$ cat src/rtl/draw_rect_gen.sv
// Rectangle rasteriser: walks a filled or outline rectangle in raster order and
// emits one pixel per plot/plot_ready handshake, skipping off-screen pixels.
module draw_rect_gen #(
  parameter int unsigned X_W      = 8,
  parameter int unsigned Y_W      = 8,
  parameter int unsigned COLOR_W  = 3,
  parameter int unsigned SCREEN_W = 160,
  parameter int unsigned SCREEN_H = 120
) (
  input  logic               clk,
  input  logic               reset,
  input  logic               start,
  input  logic [X_W-1:0]     start_x,
  input  logic [Y_W-1:0]     start_y,
  input  logic [X_W-1:0]     width,
  input  logic [Y_W-1:0]     height,
  input  logic [COLOR_W-1:0] color,
  input  logic               mode,
  input  logic               plot_ready,
  output logic [X_W-1:0]     x_out,
  output logic [Y_W-1:0]     y_out,
  output logic [COLOR_W-1:0] color_out,
  output logic               plot,
  output logic               busy,
  output logic               done
);

  typedef enum logic [1:0] {StIdle, StDraw, StDone} state_e;

  state_e             r_state;
  logic [X_W-1:0]     r_sx, r_w, r_cx;
  logic [Y_W-1:0]     r_sy, r_h, r_cy;
  logic               r_mode;
  logic [X_W-1:0]     r_x_out;
  logic [Y_W-1:0]     r_y_out;
  logic [COLOR_W-1:0] r_color_out;
  logic               r_plot, r_busy, r_done;

  logic               w_adv, w_row_end, w_last_row, w_interior, w_vis, w_idle;
  logic [X_W-1:0]     w_ncx, w_bx, w_pcx;
  logic [Y_W-1:0]     w_ncy, w_by, w_pcy;
  logic [X_W:0]       w_sum_x;
  logic [Y_W:0]       w_sum_y;

  // Clipped pixels (plot low) retire without waiting for the sink.
  assign w_adv      = (r_state == StDraw) && (!r_plot || plot_ready);
  assign w_row_end  = (r_cx == r_w - X_W'(1));
  assign w_last_row = (r_cy == r_h - Y_W'(1));
  assign w_interior = r_mode && (r_cy != '0) && !w_last_row;

  always_comb begin
    w_ncx = r_cx;
    w_ncy = r_cy;
    if (w_row_end) begin
      w_ncx = '0;
      w_ncy = r_cy + Y_W'(1);
    end else if (w_interior) begin
      w_ncx = r_w - X_W'(1);
    end else begin
      w_ncx = r_cx + X_W'(1);
    end
  end

  // The start cycle computes pixel (0,0) straight from the command inputs.
  assign w_idle  = (r_state == StIdle);
  assign w_bx    = w_idle ? start_x : r_sx;
  assign w_by    = w_idle ? start_y : r_sy;
  assign w_pcx   = w_idle ? '0 : w_ncx;
  assign w_pcy   = w_idle ? '0 : w_ncy;
  assign w_sum_x = {1'b0, w_bx} + {1'b0, w_pcx};
  assign w_sum_y = {1'b0, w_by} + {1'b0, w_pcy};
  assign w_vis   = (32'(w_sum_x) < SCREEN_W) && (32'(w_sum_y) < SCREEN_H);

  always_ff @(posedge clk) begin
    if (reset) begin
      r_state     <= StIdle;
      r_sx        <= '0;
      r_sy        <= '0;
      r_w         <= '0;
      r_h         <= '0;
      r_cx        <= '0;
      r_cy        <= '0;
      r_mode      <= 1'b0;
      r_x_out     <= '0;
      r_y_out     <= '0;
      r_color_out <= '0;
      r_plot      <= 1'b0;
      r_busy      <= 1'b0;
      r_done      <= 1'b0;
    end else begin
      unique case (r_state)
        StIdle: begin
          r_plot <= 1'b0;
          r_done <= 1'b0;
          if (start) begin
            r_sx   <= start_x;
            r_sy   <= start_y;
            r_w    <= width;
            r_h    <= height;
            r_mode <= mode;
            r_cx   <= '0;
            r_cy   <= '0;
            r_busy <= 1'b1;
            if (width == '0 || height == '0) begin
              r_state <= StDone;
              r_done  <= 1'b1;
            end else begin
              r_state     <= StDraw;
              r_x_out     <= w_sum_x[X_W-1:0];
              r_y_out     <= w_sum_y[Y_W-1:0];
              r_color_out <= color;
              r_plot      <= w_vis;
            end
          end
        end
        StDraw: begin
          if (w_adv) begin
            if (w_row_end && w_last_row) begin
              r_state <= StDone;
              r_plot  <= 1'b0;
              r_done  <= 1'b1;
            end else begin
              r_cx    <= w_ncx;
              r_cy    <= w_ncy;
              r_x_out <= w_sum_x[X_W-1:0];
              r_y_out <= w_sum_y[Y_W-1:0];
              r_plot  <= w_vis;
            end
          end
        end
        StDone: begin
          r_state <= StIdle;
          r_busy  <= 1'b0;
          r_done  <= 1'b0;
          r_plot  <= 1'b0;
        end
        default: r_state <= StIdle;
      endcase
    end
  end

  assign x_out     = r_x_out;
  assign y_out     = r_y_out;
  assign color_out = r_color_out;
  assign plot      = r_plot;
  assign busy      = r_busy;
  assign done      = r_done;

endmodule

$ cat config.mk
export PLATFORM = sky130hd
export DESIGN_NAME = draw_rect_gen
export DESIGN_NICKNAME = d
export VERILOG_FILES = /design/src/rtl/draw_rect_gen.sv
export SDC_FILE = /design/constraint.sdc
export NUM_CORES = 1
export LEC_CHECK = 0
export CORE_ASPECT_RATIO = 0.9
export CORE_UTILIZATION = 37
export CTS_CLUSTER_SIZE = 24
export DETAILED_ROUTE_END_ITERATION = 8
export HOLD_SLACK_MARGIN = 0.15
export PLACE_DENSITY = 0.67
export REMOVE_ABC_BUFFERS = 1
export SETUP_SLACK_MARGIN = 0.5
export SYNTH_ARGS = -nofsm -noshare
export SYNTH_HDL_FRONTEND = slang
export SYNTH_SLANG_ARGS = --single-unit
$ cat constraint.sdc
create_clock -name clk -period 4.45 [get_ports clk]
set_clock_uncertainty 0.1 [all_clocks]
set_input_delay 0.445 -clock clk [delete_from_list [all_inputs] [get_ports clk]]
set_output_delay 0.445 -clock clk [all_outputs]
set_load 0.02 [all_outputs]
==> results.yml <==
outcome:
  run_status: "finished, final reports clean"
synthesis:
  ys_warn_count: 0
  post-synth-top-area-fraction: 0.292
  synth_enable_flop_cells: 0
  synthesis.area_per_instance_sq_um: 8.17
  yosys.cell_types.count: 77
  share_of_flip_flops_with_an_asynchronous_set_or_reset_after_synthesis: 0
  synth-seq-cells: 73
  postSynthCellCount: 612
  cell_taking_the_most_area_after_synthesis: "sky130_fd_sc_hd__dfxtp_1"
  synth.top_cells.by_area: "sky130_fd_sc_hd__dfxtp_1, sky130_fd_sc_hd__nand2_1, sky130_fd_sc_hd__ha_1"
  synth_ff_type: "sky130_fd_sc_hd__dfxtp_1"
  synth_area_sq_mm: 0.00500
  synth.yosys.seq_area_share: 0.292
place:
  routabilityCongestion: 0.907
  placement.setup.worst_slack_ps: 69.4
  place_hpwl_mm: 10.1
  cell_area_after_placement_sq_mm: 0.00578
  port_buffers: 61
critical_path:
  worst_setup_path_start_kind: "register"
  worst_setup_path_end_kind: "register"
  timing.critical_path.fanout_max: 6
  worst-r2r-cell-count: 19
  critical_path_arrival_ps: 4160
  path_class: "reg -> reg"
  worst_ep_required_time_ps: 4620
  r2r_slack_ps: 460
route:
  via_cell_ratio: 5.63
  routed-via-count: 4803
  routed_wire_length_per_instance_microns: 16.7
  drt_drc_violations_left: 0
  wl_mm: 14.2
  detailedRoute.firstPassIterationCount: 7
  antenna_left: 0
  drt_first_iter_violations: 333
cts:
  clkTransAtPathRegs_ps: 60
  clk_path_buf_depth: 2
  clk-insertion-delay-late_ps: 340
  clk_root_buffer_cell: "sky130_fd_sc_hd__clkbuf_16"
  cts-htree-levels: 3
  cts-buffers-inserted: 9
  tritoncts: "done"
  clock_sinks: 73
power:
  power.density_cell_area_mw_per_mm2: 510
  irDropWorstVdd_v: 0.000200
  power.static_leakage_uw: 0.00247
timing:
  tightest_slew_ps: 1300
  rsz0062_at_grt: "true"
  finalSetupTns_ps: 0
  period_share: 0.897
  slew_viol_final: 0
  timing.slew.headroom: 0.125
  final.setup.worst_slack_ps: 458
  setup_viol: 0
  final_hold_viol_count: 0
  max_clock_freq_mhz: 251
  min_period_ps: 3990
  final.hold.worst_slack_ps: 352
final_layout:
  fin_nets: 753
  area_growth_pct: 28.6
  fin_area_sq_mm: 0.00643
  antenna_cells: 0
  drive_above_1_share: 0.199
worst_hold_path:
  whs_path_depth: 2
  hold_class: "reg -> reg"
floorplanning:
  die_height_microns: 112
  fp.dieW_microns: 125
  initial_utilization: 0.387
  core-area_sq_mm: 0.0129
  top_level_ports: 62
  die_area_sq_mm: 0.0140
  core.rowCount: 39
global_routing:
  global_route.overflow_total: 0
  number_of_global_route_vias_before_repair: 4672
  grt_max_degree: 52
  grt_first_pass_wirelength_mm: 22.7
  grt_antenna_before_repair: 0
  grt_util_all_layers: 0.201
run:
  total_of_max_cap_violations: 0
-- path summary, 6_finish.rpt --
kind	from	endpoint
max	r_w[0]$_SDFFE_PP0P_	plot$_SDFFE_PP0P_
min	r_sx[3]$_SDFFE_PP0P_	r_sx[3]$_SDFFE_PP0P_
max reg2reg	r_w[0]$_SDFFE_PP0P_	plot$_SDFFE_PP0P_
min reg2reg	r_sx[3]$_SDFFE_PP0P_	r_sx[3]$_SDFFE_PP0P_
-- synth_stat cells, types with 4 or more instances --
master and count:
sky130_fd_sc_hd__xor2_1 13, sky130_fd_sc_hd__o21ai_1 18, sky130_fd_sc_hd__inv_1 22, sky130_fd_sc_hd__clkbuf_1 21, sky130_fd_sc_hd__nor4_1 6, sky130_fd_sc_hd__and2_1 7, sky130_fd_sc_hd__a31oi_1 6, sky130_fd_sc_hd__or3_1 7
sky130_fd_sc_hd__a21oi_2 7, sky130_fd_sc_hd__nor3_1 13, sky130_fd_sc_hd__nand2b_1 4, sky130_fd_sc_hd__o21ai_0 15, sky130_fd_sc_hd__nor2_1 42, sky130_fd_sc_hd__a211o_1 4, sky130_fd_sc_hd__mux2_2 16, sky130_fd_sc_hd__ha_1 25
sky130_fd_sc_hd__nand3_1 20, sky130_fd_sc_hd__or2_2 4, sky130_fd_sc_hd__xnor2_1 22, sky130_fd_sc_hd__a21o_1 6, sky130_fd_sc_hd__o211ai_1 4, sky130_fd_sc_hd__dfxtp_1 73, sky130_fd_sc_hd__nand2_1 88, sky130_fd_sc_hd__a21oi_1 61
sky130_fd_sc_hd__a221o_1 6, sky130_fd_sc_hd__mux2i_1 15, sky130_fd_sc_hd__nor2b_1 7, sky130_fd_sc_hd__nand4_1 4
-- metrics by stage --
stage	utilization	cells	total power (uW)
after floorplan	-	581	1930
after global placement	0.447	822	2430
after detailed placement	0.447	822	2460
after CTS	0.485	847	3210
after global routing	0.498	853	3470
final	0.498	853	3280
-- per-layer routing --
| layer | vias to the layer above | routed length, microns | global-route usage |
|---|---|---|---|
| met4 | 0 | 325 | 0.0803 |
| met1 | 2320 | 6260 | 0.243 |
| met3 | 28 | 545 | 0.0410 |
| met5 | - | 0 | 0 |
| li1 | 2345 | - | - |
| met2 | 110 | 7070 | 0.348 |
-- registers in the layout (all words and copies together) (netlist names) --
name and flops:
r_cx 8, r_cy 8, r_h 8, r_sx 8
r_sy 8, r_w 8, x_out 8, y_out 8
color_out 3, r_state 2, busy 1, done 1
plot 1, r_mode 1
-- where the power goes --
part	internal (uW)	switching, uW
sequential	783	97.9
clock	402	268
combinational	738	993
total	1920	1360
-- what timing repair did --
item / CTS / global route
resized for setup: 36 / 28
setup endpoints to repair: 6 / 6
gates cloned: 0 / 0
buffers inserted: 11 / 6
pin swaps: 14 / 15
hold buffers: 0 / 0
-- cells in the final DEF, fill, tap and decap left out, types with 4 or more instances in the layout --
cell type                         count
sky130_fd_sc_hd__a31oi_1              6
sky130_fd_sc_hd__a21oi_1             55
sky130_fd_sc_hd__nor2b_1              6
sky130_fd_sc_hd__clkbuf_16            9
sky130_fd_sc_hd__dfxtp_1             68
sky130_fd_sc_hd__nor4_4               4
sky130_fd_sc_hd__a21o_1               6
sky130_fd_sc_hd__nand2_1             84
sky130_fd_sc_hd__o211ai_1             4
sky130_fd_sc_hd__mux2_2              15
sky130_fd_sc_hd__and2_1               6
sky130_fd_sc_hd__or2_2                4
sky130_fd_sc_hd__or3_1                6
sky130_fd_sc_hd__buf_4               30
sky130_fd_sc_hd__dfxtp_2              4
sky130_fd_sc_hd__nand2b_1             4
sky130_fd_sc_hd__nor2_1              40
sky130_fd_sc_hd__nand4_1              4
sky130_fd_sc_hd__nor3_1               8
sky130_fd_sc_hd__a221o_1              6
sky130_fd_sc_hd__o21ai_1             22
sky130_fd_sc_hd__inv_1               21
sky130_fd_sc_hd__a211o_1              4
sky130_fd_sc_hd__nor4_1               5
sky130_fd_sc_hd__nand3_1             20
sky130_fd_sc_hd__ha_1                20
sky130_fd_sc_hd__o21ai_0             10
sky130_fd_sc_hd__a21oi_2             13
sky130_fd_sc_hd__nor3_2               4
sky130_fd_sc_hd__xor2_1              12
sky130_fd_sc_hd__clkdlybuf4s50_1     60
sky130_fd_sc_hd__mux2i_1             14
sky130_fd_sc_hd__xnor2_1             20
-- cell families after synthesis --
family,share of synthesized area
buffers and inverters,0.0465
XOR/XNOR,0.0645
multiplexers,0.0660
adder cells (fa/ha/maj),0.0706
flip-flops,0.292
AO/OA/AOI/OAI,0.219
AND/OR/NAND/NOR,0.241
-- worst max-delay path: stages (launching register included) --
cell and delay (ps):
sky130_fd_sc_hd__dfxtp_2 330, sky130_fd_sc_hd__inv_1 60, sky130_fd_sc_hd__ha_4 180, sky130_fd_sc_hd__or3b_4 290, sky130_fd_sc_hd__nor3_2 60, sky130_fd_sc_hd__nor4_2 320
sky130_fd_sc_hd__buf_4 180, sky130_fd_sc_hd__nand4_4 200, sky130_fd_sc_hd__buf_6 190, sky130_fd_sc_hd__nor4_4 190, sky130_fd_sc_hd__xnor2_1 160, sky130_fd_sc_hd__nor2_1 60
sky130_fd_sc_hd__ha_1 340, sky130_fd_sc_hd__o21a_1 130, sky130_fd_sc_hd__o31a_1 120, sky130_fd_sc_hd__o31a_1 270, sky130_fd_sc_hd__o21ai_2 170, sky130_fd_sc_hd__o211ai_1 110
sky130_fd_sc_hd__a2111o_1 360, sky130_fd_sc_hd__o21ai_1 110
-- cell type report --
cell class	count	area (sq um)
Timing Repair Buffer	94	868
Sequential cell	73	1470
Clock buffer	14	264
Multi-Input combinational cell	486	3540
Fill cell	1193	6500
Inverter	22	82.6
Tap cell	164	205
(Power assumes the default switching activity.)
